<file path="src/rtl/uart_rx_oversampler.sv">
// ---------------------------------------------------------------------------
// uart_rx_oversampler
//
// UART receive stage. Samples the asynchronous serial line on oversample
// ticks taken from the baud generator's clock, finds each bit centre and
// assembles N-data-bit frames LSB first. The received word is handed to
// the bus side through a valid/ready holding register.
//
// Optional feature: define UART_RX_PARITY_EN to insert an even-parity bit
// between the data bits and the stop bit and to add the parity_err port.
//
// Parameters
//   DATA_BITS     data bits per frame (5..9)
//   OVERSAMPLING  oversample ticks per bit period (even, >= 4)
//
// Ports
//   clk          system clock, all logic in this domain
//   rst_n        asynchronous active-low reset
//   baud_clk     oversample clock; each synced rising edge is one tick
//   rx           serial line, idle high, asynchronous to clk
//   rx_data      received word holding register
//   rx_valid     rx_data holds an unread word
//   rx_ready     consumer takes rx_data when rx_valid && rx_ready
//   frame_err    1-cycle pulse: stop bit sampled low
//   overrun_err  1-cycle pulse: word completed while previous one unread
//   parity_err   1-cycle pulse: parity mismatch (UART_RX_PARITY_EN only)
//   busy         receiver is not idle
// ---------------------------------------------------------------------------
module uart_rx_oversampler #(
   parameter int DATA_BITS    = 8,
   parameter int OVERSAMPLING = 16
) (
   input  logic                 clk,
   input  logic                 rst_n,
   input  logic                 baud_clk,
   input  logic                 rx,
   output logic [DATA_BITS-1:0] rx_data,
   output logic                 rx_valid,
   input  logic                 rx_ready,
   output logic                 frame_err,
   output logic                 overrun_err,
`ifdef UART_RX_PARITY_EN
   output logic                 parity_err,
`endif
   output logic                 busy
);

   localparam int CNT_W = $clog2(OVERSAMPLING);
   localparam int IDX_W = $clog2(DATA_BITS);
   localparam logic [CNT_W-1:0] CNT_HALF = CNT_W'(OVERSAMPLING/2 - 1);
   localparam logic [CNT_W-1:0] CNT_LAST = CNT_W'(OVERSAMPLING - 1);
   localparam logic [IDX_W-1:0] IDX_LAST = IDX_W'(DATA_BITS - 1);

   typedef enum logic [2:0] {
      S_IDLE, S_START, S_DATA, S_PARITY, S_STOP, S_BREAK
   } state_t;

   state_t               state, state_nxt;
   logic                 rx_s1, rx_s2, rx_prev;
   logic                 bd_s1, bd_s2, bd_prev;
   logic                 rx_fall, tick;
   logic                 smp_half, smp_full;
   logic                 data_shift, complete;
   logic [CNT_W-1:0]     cnt;
   logic [IDX_W-1:0]     bit_idx;
   logic [DATA_BITS-1:0] shreg;
`ifdef UART_RX_PARITY_EN
   logic                 par_smp;
   logic                 par_bit;
`endif

   // Synchronizers preset to 1: an idle line and a "high" baud clock, so
   // leaving reset never manufactures a falling edge or a spurious tick.
   always_ff @(posedge clk or negedge rst_n) begin
      if (!rst_n) begin
         {rx_s1, rx_s2, rx_prev} <= 3'b111;
         {bd_s1, bd_s2, bd_prev} <= 3'b111;
      end else begin
         {rx_s1, rx_s2, rx_prev} <= {rx, rx_s1, rx_s2};
         {bd_s1, bd_s2, bd_prev} <= {baud_clk, bd_s1, bd_s2};
      end
   end

   assign rx_fall  = rx_prev & ~rx_s2;
   assign tick     = bd_s2 & ~bd_prev;
   // Half-bit point for start validation, full-bit point for every later
   // bit: the start check lands mid-bit, so each later sample does too.
   assign smp_half = tick && (cnt == CNT_HALF);
   assign smp_full = tick && (cnt == CNT_LAST);

   // ---------------- FSM: state register ----------------
   always_ff @(posedge clk or negedge rst_n) begin
      if (!rst_n) state <= S_IDLE;
      else        state <= state_nxt;
   end

   // ---------------- FSM: next state ----------------
   always_comb begin
      state_nxt = state;
      case (state)
         S_IDLE:   if (rx_fall) state_nxt = S_START;
         S_START:  if (smp_half) state_nxt = rx_s2 ? S_IDLE : S_DATA;
         S_DATA:   if (smp_full && bit_idx == IDX_LAST)
`ifdef UART_RX_PARITY_EN
                      state_nxt = S_PARITY;
`else
                      state_nxt = S_STOP;
`endif
         S_PARITY: if (smp_full) state_nxt = S_STOP;
         S_STOP:   if (smp_full) state_nxt = rx_s2 ? S_IDLE : S_BREAK;
         // A held-low line must return high before a new start can count.
         S_BREAK:  if (rx_s2) state_nxt = S_IDLE;
         default:  state_nxt = S_IDLE;
      endcase
   end

   // ---------------- FSM: outputs / datapath strobes ----------------
   always_comb begin
      busy       = (state != S_IDLE);
      data_shift = (state == S_DATA) && smp_full;
      complete   = (state == S_STOP) && smp_full;
`ifdef UART_RX_PARITY_EN
      par_smp    = (state == S_PARITY) && smp_full;
`endif
   end

   // Tick counter restarts on every state change so each state measures
   // its own sample point from its entry.
   always_ff @(posedge clk or negedge rst_n) begin
      if (!rst_n) begin
         cnt <= '0;
      end else if (state_nxt != state) begin
         cnt <= '0;
      end else if (tick) begin
         cnt <= (cnt == CNT_LAST) ? '0 : cnt + CNT_W'(1);
      end
   end

   always_ff @(posedge clk or negedge rst_n) begin
      if (!rst_n) begin
         bit_idx <= '0;
         shreg   <= '0;
      end else begin
         if (state == S_START) bit_idx <= '0;
         else if (data_shift) begin
            shreg[bit_idx] <= rx_s2;
            bit_idx        <= bit_idx + IDX_W'(1);
         end
      end
   end

`ifdef UART_RX_PARITY_EN
   always_ff @(posedge clk or negedge rst_n) begin
      if (!rst_n)       par_bit <= 1'b0;
      else if (par_smp) par_bit <= rx_s2;
   end
`endif

   // Holding register. A completion always loads, even with a bad stop
   // bit, and wins over a same-cycle accept.
   always_ff @(posedge clk or negedge rst_n) begin
      if (!rst_n) begin
         rx_data     <= '0;
         rx_valid    <= 1'b0;
         frame_err   <= 1'b0;
         overrun_err <= 1'b0;
`ifdef UART_RX_PARITY_EN
         parity_err  <= 1'b0;
`endif
      end else begin
         frame_err   <= 1'b0;
         overrun_err <= 1'b0;
`ifdef UART_RX_PARITY_EN
         parity_err  <= 1'b0;
`endif
         if (complete) begin
            rx_data     <= shreg;
            rx_valid    <= 1'b1;
            frame_err   <= ~rx_s2;
            overrun_err <= rx_valid & ~rx_ready;
`ifdef UART_RX_PARITY_EN
            parity_err  <= ^{shreg, par_bit};
`endif
         end else if (rx_valid && rx_ready) begin
            rx_valid <= 1'b0;
         end
      end
   end

endmodule

</file>
<file path="config.mk">
export PLATFORM = sky130hd
export DESIGN_NAME = uart_rx_oversampler
export DESIGN_NICKNAME = d
export VERILOG_FILES = /design/src/rtl/uart_rx_oversampler.sv
export SDC_FILE = /design/constraint.sdc
export NUM_CORES = 1
export LEC_CHECK = 0
export ABC_CLOCK_PERIOD_IN_PS = 4850
export BUFFER_PORTS_ARGS = -buffer_cell sky130_fd_sc_hd__buf_2
export CAP_MARGIN = 15
export CORE_MARGIN = 8
export CORE_UTILIZATION = 56
export CTS_CLUSTER_DIAMETER = 120
export DETAILED_ROUTE_END_ITERATION = 16
export GPL_TIMING_DRIVEN = 0
export PLACE_DENSITY = 0.77
export SYNTH_ARGS = -nofsm -noshare
export SYNTH_HDL_FRONTEND = slang
export SYNTH_SLANG_ARGS = --single-unit
</file>
<file path="constraint.sdc">
create_clock -name clk -period 4.85 [get_ports clk]
set_clock_uncertainty 0.15 [all_clocks]
set_input_delay 0.97 -clock clk [delete_from_list [all_inputs] [get_ports clk]]
set_output_delay 0.97 -clock clk [all_outputs]
set_load 0.1 [all_outputs]
</file>
# --- Yosys cells after proc, flatten, opt, wreduce, memory -nomap -nowiden ---
# Cells that the tools add are included.
totals:
  reg_bits: 35
  latch_bits: 0
  ram_bits: 0
  mem_bits_ro: 0
  out_inout_bits: 12
  elab_cells: 68
  n_memories: 0
classes:
  n_addsub: 2
  multipliers: 0
  div: 0
  order_cmp: 2
  n_eq_ne: 9
  shift: 0
  mux: 21
  bitwise_logic: 7
  reduce_logical: 13
op_table:
  columns: ["operator", "count"]
  rows:
  - ["two-way mux 3 bit", 9]
  - ["one-hot mux 3 bit (6 select lines)", 1]
  - ["two-way mux 4 bit", 3]
  - ["== test 3 bit, second input constant", 3]
  - ["bitwise mux 8 bit", 1]
  - ["logical AND 1 bit", 7]
  - ["== test 3 x 2 -> 1 bit, second input constant", 2]
  - ["nonzero test 2 bit", 3]
  - ["two-way mux 1 bit", 5]
  - ["adder 4 x 1 -> 4 bit, second input constant", 1]
  - ["== test 4 x 3 -> 1 bit, second input constant", 1]
  - ["== test 4 bit, second input constant", 1]
  - ["< comparator 3 x 4 -> 1 bit, second input constant", 1]
  - ["NOT 1 bit", 4]
  - ["adder 3 x 1 -> 3 bit, second input constant", 1]
  - ["AND 1 bit", 3]
  - ["demux 1 bit (select 3 bit)", 1]
  - ["== test 3 x 1 -> 1 bit, second input constant", 1]
  - ["greater-or-equal comparator 3 x 1 -> 1 bit, second input constant", 1]
  - ["zero test 3 bit", 1]
  - ["!= test 3 bit", 1]
  - ["nonzero test 3 bit", 1]
  - ["two-way mux 2 bit", 1]
  - ["AND reduction 2 bit", 1]

# --- Logic depth before layout (Yosys ltp) ---
# Gate-level depths: netlist (run 1).
depth:
  word_depth: 8
  depth_mapped: 7
  mapped_depth_nobuf: 6

# --- Worst setup path before layout (run 1) ---
# No wires, ideal clock.
synth_timing:
  kind: "register to output"
  start: "reg state[1]"
  end: "out busy"
  t_arrival_ns: 1.374
  path_slack_ns: 2.356
  stages_incl_launch_ff: 3
  cell_sequence: "dfrtp_1 -> clkbuf_1 -> or3_1"
synth_via:
  elab_chain_len: 1
synth_lines:
  columns: ["element", "line_no", "source"]
  rows:
  - ["start, declared", "58", "state_t state, state_nxt;"]
  - ["start signal, assigned", "94", "else state <= state_nxt;"]
  - ["nonzero test 3 bit", "119", "busy = (state != S_IDLE);"]
  - ["end, declared", "45", "output logic busy"]
# No other way between the ends.

# --- Worst setup path after layout (run 1) ---
# Same ends and word-level chain as after synthesis.

==> results of run 1 <==
==> layout by cell type (no fill, tap or decap), types with 2 or more instances in the layout <==
cell and instances:
or3_1 2, buf_4 2, nand3b_1 2, ha_1 3
inv_1 3, a31oi_1 2, dfrtp_1 29, clkbuf_4 5
nand2b_1 3, a22o_1 4, dfstp_2 6, a21oi_1 5
o21ai_0 8, clkbuf_1 5, mux2_2 13, a32o_1 2
nor2b_1 2, o31ai_1 2, nand2_1 9, nor3_1 8
nor2_1 4, nand3_1 5, buf_2 18
==> power groups by stage <==
stage                     combinational (mW)  clock [mW]  sequential, mW
final                                  0.170       0.150           0.340
after global routing                   0.188       0.173           0.343
after CTS                              0.167       0.156           0.340
after detailed placement               0.166           0           0.345
after global placement                 0.161           0           0.343
after floorplan                        0.134           0           0.339
==> registers in the layout, summed over array words and instances (netlist names) <==
register / flops
shreg: 8
bd_prev: 1
rx_s1: 1
cnt: 4
rx_s2: 1
bit_idx: 3
bd_s1: 1
rx_valid: 1
rx_data: 8
frame_err: 1
bd_s2: 1
state: 3
rx_prev: 1
overrun_err: 1
==> area by class of cell <==
class                           instances  area (µm²)  share of cell area
Sequential cell                        35         883               0.504
Multi-Input combinational cell         91         644               0.368
Timing Repair Buffer                   16        80.1              0.0457
Clock buffer                            6        41.3              0.0236
Buffer                                  8        40.0              0.0228
Tap cell                               31        38.8              0.0221
Clock inverter                          2        13.8             0.00785
Inverter                                3        11.3             0.00642
==> final timing paths <==
kind	end	start	cells after the start
worst max-delay path	busy	state[1]$_DFF_PN0_	3
worst min-delay path	bd_s2$_DFF_PN1_	bd_s1$_DFF_PN1_	0
worst max register to register	cnt[2]$_DFFE_PN0P_	rx_s2$_DFF_PN1_	5
worst min register to register	bd_s2$_DFF_PN1_	bd_s1$_DFF_PN1_	0
max in group asynchronous	cnt[3]$_DFFE_PN0P_	rst_n	1
min in group asynchronous	rx_valid$_DFFE_PN0P_	rst_n	1
==> cells by family (layout without fill, tap and decap cells) <==
logic type / after synthesis / in the layout / synth area share
and+or+nand+nor: 43 / 43 / 0.147
DFF: 35 / 35 / 0.559
AOI/OAI and AO/OA: 29 / 29 / 0.126
muxes: 15 / 15 / 0.106
buffers and inverters: 11 / 35 / 0.0325
adders and majority gates: 3 / 3 / 0.0238
xor gates and xnor gates: 1 / 1 / 0.00555
==> worst register-to-register path, cell delays in order, from the launching register on <==
cell      delay (ps)
dfstp_2          540
clkbuf_1         370
a21oi_1          180
o41a_1           170
o32ai_1          560
nor3_1           140
==> metrics by stage <==
| step | std cells | total power [mW] |
|---|---|---|
| after CTS | 192 | 0.663 |
| final | 192 | 0.660 |
| after floorplan | 137 | 0.473 |
| after global routing | 192 | 0.704 |
| after global placement | 184 | 0.504 |
| after detailed placement | 184 | 0.511 |
==> routing by layer <==
layer,wire length (µm),share of wire
met4,61,0.021
met3,134,0.045
met2,1420,0.48
met1,1350,0.46
met5,0,0
==> impl_metrics.env, run 1 <==
export IMPL_outcome="finished, final reports clean"
export IMPL_ir_worst_vdd_mv=0.390
export IMPL_cts_max_level=2
export IMPL_yosysSeqAreaShare=0.559
export IMPL_synth_top_cell_by_area="dfrtp_1"
export IMPL_rsz0062_at_grt="false"
export IMPL_cpPeakStageDelay_ps=430
export IMPL_fin_area_um2=1750
export IMPL_cap_violations=0
export IMPL_placed_area_um2=1700
export IMPL_syn_nets=145
export IMPL_grt_max_degree=36
export IMPL_die_x_um=69.1
export IMPL_fmax_mhz=354
export IMPL_gp_congestion=0.879
export IMPL_via_per_inst=6.13
export IMPL_cts_resized=0
export IMPL_num_nets_final=168
export IMPL_p_per_area_nw_per_um2=376
export IMPL_use_met3=0.0386
export IMPL_portBuffers=16
export IMPL_cts_buffer_depth=2
export IMPL_cp_start_kind="flop"
export IMPL_tns_ps=0
export IMPL_hold_path_class="reg2reg"
export IMPL_clkPwrFrac=0.228
export IMPL_cts_buffers=5
export IMPL_area_growth_pct=11.0
export IMPL_synth_top_area_share=0.460
export IMPL_worstPathArrival_ps=1710
export IMPL_cts_setup_buffers=0
export IMPL_die_area_um2=4770
export IMPL_synth_flop_cell="dfrtp_1"
export IMPL_n_antenna_cell=0
export IMPL_syn_area_um2=1580
export IMPL_r2r_slack_ps=2610
export IMPL_cp_top_family="buffers and inverters"
export IMPL_crit_slowest_cell="dfrtp_1"
export IMPL_synth_edff_count=0
export IMPL_synth_most_common_cell="dfrtp_1"
export IMPL_relSlewSlack=0.500
export IMPL_drv_slew=0
export IMPL_worst_slew_pin_slew_ps=750
export IMPL_p_switching_uw=234
export IMPL_yosys_warnings=0
export IMPL_dr_pass1_iters=4
export IMPL_p_int_uw=426
export IMPL_syn_area_per_cell_um2=11.5
export IMPL_crit_chain="clkbuf_1, or3_1, buf_2"
export IMPL_period_needed_ps=2830
export IMPL_whs_ps=212
export IMPL_cts_sinks=35
export IMPL_route_detailed_drc=0
export IMPL_final_util=0.647
export IMPL_p_comb_frac=0.257
export IMPL_synth_top_cells_by_area="dfrtp_1, dfstp_2, mux2_2"
export IMPL_cp_required_ps=3730
export IMPL_grt_total_usage=0.131
export IMPL_root_buffer="clkbuf_4"
export IMPL_num_io_pins=17
export IMPL_cts_clk_slew_worst_paths_ps=100
export IMPL_antenna_left=0
export IMPL_hold_violations=0
export IMPL_post_drt_wl_per_cell_um=15.5
export IMPL_drive_above_1_share=0.298
export IMPL_critPathKind="reg2out"
export IMPL_p_seq_frac=0.515
export IMPL_synth_seq_cells=35
export IMPL_post_place_ws_ps=2400
export IMPL_place_hpwl_um=2110
export IMPL_path_max_fanout=10
export IMPL_leakage_nw=0.853
export IMPL_grt_ovfl_total=0
export IMPL_end_kind="output pin"
export IMPL_nFillCells=218
export IMPL_synth_cells=137
export IMPL_dieHeight_um=69.1
export IMPL_drt_total_wl_um=2970
export IMPL_antenna_found_initial=0
export IMPL_setup_ws_ps=2020
export IMPL_crit_buf_inv=2
export IMPL_switching_share=0.354
export IMPL_synth_cell_type_count=39
export IMPL_core_area_um2=2710
export IMPL_met1_usage=0.167
export IMPL_start_util=0.583
export IMPL_hold_buffers=0
export IMPL_gr_usage_met2=0.186
export IMPL_row_count=19
export IMPL_grt_pass1_wl_um=5220
export IMPL_cts_tree="built"
export IMPL_async_flop_share=1.00
export IMPL_fin_crit_sh=0.583
export IMPL_top_usage_layer="met2"
export IMPL_setup_violations=0
export IMPL_first_global_vias=1114
export IMPL_clock_latency_ps=330
export IMPL_drt_iter0_markers=168
export IMPL_via_count=1177
export IMPL_synth_common_cells="dfrtp_1, mux2_2, nand2_1"
(Power assumes the default switching activity.)
==> run 2, diff against run 1 <==
==> config.mk (replaced) <==
export PLATFORM = sky130hd
export DESIGN_NAME = uart_rx_oversampler
export DESIGN_NICKNAME = d
export VERILOG_FILES = /design/src/rtl/uart_rx_oversampler.sv
export SDC_FILE = /design/constraint.sdc
export NUM_CORES = 1
export LEC_CHECK = 0
export ABC_CLOCK_PERIOD_IN_PS = 2500
export BUFFER_PORTS_ARGS = -buffer_cell sky130_fd_sc_hd__buf_2
export CAP_MARGIN = 15
export CORE_MARGIN = 8
export CORE_UTILIZATION = 51
export CTS_CLUSTER_DIAMETER = 120
export DETAILED_ROUTE_END_ITERATION = 16
export GPL_TIMING_DRIVEN = 0
export PLACE_DENSITY = 0.74
export SYNTH_ARGS = -nofsm -noshare
export SYNTH_HDL_FRONTEND = slang
export SYNTH_SLANG_ARGS = --single-unit
==> constraint.sdc (replaced) <==
create_clock -name clk -period 2.5 [get_ports clk]
set_clock_uncertainty 0.15 [all_clocks]
set_input_delay 0.5 -clock clk [delete_from_list [all_inputs] [get_ports clk]]
set_output_delay 0.5 -clock clk [all_outputs]
set_load 0.1 [all_outputs]
==> run 2 against run 1 <==
  * Critical path depth unchanged
  * Register-to-register slack got worse by 2300 ps
  * Final area grew 2.1%
  * Setup slack worse by 1900 ps
  * Global-route usage up 0.12 points
  * Worst hold slack worse by 160 ps
  * Routed wire length increased by 4.9%
  * First-iteration DRC count down 61%
  * Cell count up 1.0%
  * Largest power group unchanged
==> impl_metrics.env, run 2 (synthesis results as in run 1) <==
export IMPL_crit_slowest_cell="dfrtp_1"
export IMPL_rsz0062_at_grt="false"
export IMPL_place_hpwl_um=2230
export IMPL_fmax_mhz=418
export IMPL_leakage_nw=0.870
export IMPL_num_nets_final=168
export IMPL_grt_max_degree=36
export IMPL_whs_ps=53.6
export IMPL_portBuffers=16
export IMPL_reg2regPathDepth=7
export IMPL_cts_setup_buffers=0
export IMPL_dieHeight_um=71.6
export IMPL_multi_input_area_um2=644
export IMPL_reg_top3="rx_data (8), shreg (8), cnt (4)"
export IMPL_route_detailed_drc=0
export IMPL_cts_clk_slew_worst_paths_ps=120
export IMPL_startpoint="state[1]$_DFF_PN0_"
export IMPL_placed_area_um2=1700
export IMPL_num_io_pins=17
export IMPL_hold_path_class="in2async"
export IMPL_fin_cells=194
export IMPL_antenna_found_initial=0
export IMPL_worst_slew_pin_slew_ps=751
export IMPL_core_area_um2=3000
export IMPL_cts_tree="built"
export IMPL_relSlewSlack=0.499
export IMPL_critPathKind="reg2out"
export IMPL_n_antenna_cell=0
export IMPL_worstPathArrival_ps=1740
export IMPL_nFillCells=271
export IMPL_post_place_ws_ps=339
export IMPL_cpPeakStageDelay_ps=440
export IMPL_grt_pass1_wl_um=5350
export IMPL_setup_ws_ps=110
export IMPL_drv_slew=0
export IMPL_drive_above_1_share=0.304
export IMPL_clock_latency_ps=350
export IMPL_crit_chain="clkbuf_1, or3_1, buf_2"
export IMPL_post_drt_wl_per_cell_um=16.1
export IMPL_regArea_um2=883
export IMPL_fin_area_um2=1790
export IMPL_via_per_inst=6.04
export IMPL_cts_sinks=35
export IMPL_cts_buffer_depth=2
export IMPL_die_x_um=71.6
export IMPL_first_global_vias=1212
export IMPL_mostFrequentLayoutCell="dfrtp_1"
export IMPL_grt_ovfl_total=0
export IMPL_ir_worst_vdd_mv=0.521
export IMPL_p_total_mw=1.43
export IMPL_hold_violations=0
export IMPL_die_area_um2=5130
export IMPL_final_util=0.596
export IMPL_fin_crit_sh=0.956
export IMPL_via_count=1172
export IMPL_period_needed_ps=2390
export IMPL_antenna_left=0
export IMPL_cts_buffers=5
export IMPL_cts_resized=0
export IMPL_path_max_fanout=10
export IMPL_p_per_area_nw_per_um2=799
export IMPL_dr_pass1_iters=4
export IMPL_gp_congestion=0.846
export IMPL_regToRegStartpoint="cnt[0]$_DFFE_PN0P_"
export IMPL_cap_violations=0
export IMPL_end_kind="output pin"
export IMPL_root_buffer="clkbuf_4"
export IMPL_drt_total_wl_um=3120
export IMPL_cts_max_level=2
export IMPL_placed_cells=186
export IMPL_grt_total_usage=0.132
export IMPL_row_count=20
export IMPL_cp_required_ps=1850
export IMPL_most_common_layout_cells="dfrtp_1, buf_2, mux2_2, nand2_1"
export IMPL_drt_iter0_markers=66
export IMPL_cp_start_kind="flop"
export IMPL_outcome="finished, final reports clean"
export IMPL_hold_buffers=0
export IMPL_tns_ps=0
export IMPL_start_util=0.526
export IMPL_area_growth_pct=13.4
export IMPL_setup_violations=0
[run 2: changes by cell type in the layout (fill, tap and decap cells not counted), sizes merged]
cell / before / now
inv: 3 / 4
bufinv: 0 / 1
clkinv: 2 / 0
[run 2: report_power, final]
group / internal [mW] / switching (mW)
clock network: 0.241 / 0.199
registers: 0.615 / 0.0447
logic: 0.101 / 0.229
total: 0.957 / 0.473
[run 2: path summary, 6_finish.rpt]
kind                                          end  slack, ps
max in group asynchronous      cnt[1]$_DFFE_PN0P_       1660
hold reg to reg                   bd_s2$_DFF_PN1_        210
setup reg to reg           rx_data[1]$_DFFE_PN0P_        360
hold / removal               shreg[3]$_DFFE_PN0P_         50
setup / recovery                             busy        110
min in group clk                  rx_s1$_DFF_PN1_        100
[run 2: critical path: cells and delay by family, from the launching register on]
kind          cells  cell delay (ps)
buf+inv           2              790
flops             1              440
simple gates      1              170
[run 2: layout make-up]
| cell class | count | share of cell area |
|---|---|---|
| Tap cell | 33 | 0.0231 |
| Clock buffer | 6 | 0.0287 |
| Buffer | 8 | 0.0224 |
| Clock inverter | 2 | 0.0217 |
| Timing Repair Buffer | 16 | 0.0447 |
| Multi-Input combinational cell | 91 | 0.360 |
| Sequential cell | 35 | 0.493 |
| Inverter | 3 | 0.00629 |
[run 2: per-layer routing]
metal | vias up | track usage | part of all wire
li1 | 547 | - | -
met1 | 571 | 0.151 | 0.43
met2 | 46 | 0.206 | 0.50
met3 | 8 | 0.0460 | 0.049
met4 | 0 | 0.0816 | 0.021
met5 | - | 0 | 0
==> run 3, diff against run 2 <==
--- a/config.mk
+++ b/config.mk
@@ -8,12 +8,14 @@
 export ABC_CLOCK_PERIOD_IN_PS = 2500
 export BUFFER_PORTS_ARGS = -buffer_cell sky130_fd_sc_hd__buf_2
 export CAP_MARGIN = 15
+export CELL_PAD_IN_SITES_DETAIL_PLACEMENT = 0
+export CELL_PAD_IN_SITES_GLOBAL_PLACEMENT = 1
 export CORE_MARGIN = 8
-export CORE_UTILIZATION = 51
+export CORE_UTILIZATION = 41
 export CTS_CLUSTER_DIAMETER = 120
 export DETAILED_ROUTE_END_ITERATION = 16
 export GPL_TIMING_DRIVEN = 0
-export PLACE_DENSITY = 0.74
+export PLACE_DENSITY_LB_ADDON = 0.1
 export SYNTH_ARGS = -nofsm -noshare
 export SYNTH_HDL_FRONTEND = slang
 export SYNTH_SLANG_ARGS = --single-unit
==> run 3 against run 2 <==
  * Non-clock buffer count unchanged
  * Sequential cell count did not move
  * Sequential share of layout area shrank 0.88 points
  * Setup slack improved by 80 ps
  * Cell count is 7.7% higher
  * Worst hold slack better by 76 ps
  * Clock power increased by 2%
  * Via count down 3.2%
  * Critical path type unchanged
  * Critical endpoint unchanged
==> impl_metrics.env, run 3 (synthesis results as in run 1) <==
export IMPL_num_nets_final=168
export IMPL_grt_max_degree=36
export IMPL_antenna_left=0
export IMPL_die_x_um=78.1
export IMPL_outcome="finished, final reports clean"
export IMPL_cp_start_kind="flop"
export IMPL_root_buffer="clkbuf_8"
export IMPL_cts_buffers=5
export IMPL_nFillCells=375
export IMPL_route_detailed_drc=0
export IMPL_grt_ovfl_total=0
export IMPL_num_io_pins=17
export IMPL_crit_chain="clkbuf_1, or3_1, buf_2"
export IMPL_row_count=22
export IMPL_via_count=1134
export IMPL_dieHeight_um=78.1
export IMPL_setup_violations=0
export IMPL_hold_buffers=0
export IMPL_crit_slowest_cell="dfrtp_1"
export IMPL_drt_total_wl_um=3040
export IMPL_cts_tree="built"
export IMPL_drv_slew=0
export IMPL_portBuffers=16
export IMPL_cts_resized=0
export IMPL_reg_top3="rx_data (8), shreg (8), cnt (4)"
export IMPL_cts_buffer_depth=2
export IMPL_worstPathArrival_ps=1660
export IMPL_fmax_mhz=433
export IMPL_final_util=0.494
export IMPL_cts_clk_slew_worst_paths_ps=70
export IMPL_hold_path_class="in2async"
export IMPL_mostFrequentLayoutCell="dfrtp_1"
export IMPL_p_total_mw=1.43
export IMPL_p_per_area_nw_per_um2=787
export IMPL_clock_latency_ps=280
export IMPL_area_growth_pct=15.5
export IMPL_first_global_vias=1115
export IMPL_hold_violations=0
export IMPL_cts_max_level=2
export IMPL_critPathKind="reg2out"
export IMPL_grt_total_usage=0.110
export IMPL_place_hpwl_um=2160
export IMPL_cp_required_ps=1850
export IMPL_cts_sinks=35
export IMPL_end_kind="output pin"
export IMPL_worst_slew_pin_slew_ps=745
export IMPL_rsz0062_at_grt="false"
export IMPL_period_needed_ps=2310
export IMPL_antenna_found_initial=0
export IMPL_leakage_nw=0.871
export IMPL_fin_crit_sh=0.924
export IMPL_ir_worst_vdd_mv=0.488
export IMPL_die_area_um2=6090
export IMPL_path_max_fanout=10
export IMPL_drt_iter0_markers=87
export IMPL_via_per_inst=5.43
export IMPL_gp_congestion=0.764
export IMPL_n_antenna_cell=0
export IMPL_drive_above_1_share=0.304
export IMPL_start_util=0.428
export IMPL_relSlewSlack=0.503
export IMPL_tns_ps=0
export IMPL_post_drt_wl_per_cell_um=14.5
export IMPL_grt_pass1_wl_um=5420
export IMPL_most_common_layout_cells="dfrtp_1, buf_2, mux2_2, nand2_1"
export IMPL_cap_violations=0
export IMPL_cpPeakStageDelay_ps=430
export IMPL_dr_pass1_iters=4
export IMPL_core_area_um2=3690
export IMPL_cts_setup_buffers=0
export IMPL_whs_ps=129
## run 3: final cells by class
class                           instances  area (µm²)  area share
Clock inverter                          1        7.51     0.00412
Clock buffer                            7        96.3      0.0528
Timing Repair Buffer                   16        80.1      0.0439
Multi-Input combinational cell         91         644       0.353
Inverter                                3        11.3     0.00618
Sequential cell                        35         883       0.485
Tap cell                               48        60.1      0.0329
Buffer                                  8        40.0      0.0220
## run 3: power breakdown
group          internal, mW  switching, mW  leakage, nW
clock                 0.250          0.200       0.0505
combinational         0.100          0.225        0.360
sequential            0.616         0.0428        0.461
## run 3: metal layers
layer	part of all wire	vias to the layer above	wire length, µm	global-route usage
li1	-	548	-	-
met1	0.47	558	1420	0.145
met2	0.48	26	1450	0.160
met3	0.047	2	142	0.0342
met4	0.0072	0	22	0.0519
met5	0	-	0	0
## run 3: critical path, delay by kind of cell, from the launching register on
kind | cells | cell delay [ps]
DFF | 1 | 430
buffers and inverters | 2 | 780
and+or+nand+nor | 1 | 170
## run 3: worst paths after layout
check | depth (start not counted) | end | slack [ps] | from
worst max-delay path | 3 | busy | 190 | state[1]$_DFF_PN0_
worst min-delay path | 1 | shreg[3]$_DFFE_PN0P_ | 130 | rst_n
worst max register to register | 7 | rx_data[2]$_DFFE_PN0P_ | 330 | cnt[0]$_DFFE_PN0P_
worst min register to register | 0 | rx_s2$_DFF_PN1_ | 210 | rx_s1$_DFF_PN1_
max in group asynchronous | 1 | cnt[1]$_DFFE_PN0P_ | 1600 | rst_n
min in group clk | 1 | bd_s1$_DFF_PN1_ | 160 | baud_clk
## run 3: stage by stage
step                cell area, µm²  setup WS (ps)  instances
floorplan                     1580            476        137
global placement              1720            323        201
detailed placement            1720            324        201
CTS                           1820            178        209
global route                  1820           98.4        209
finish                        1820            190        209
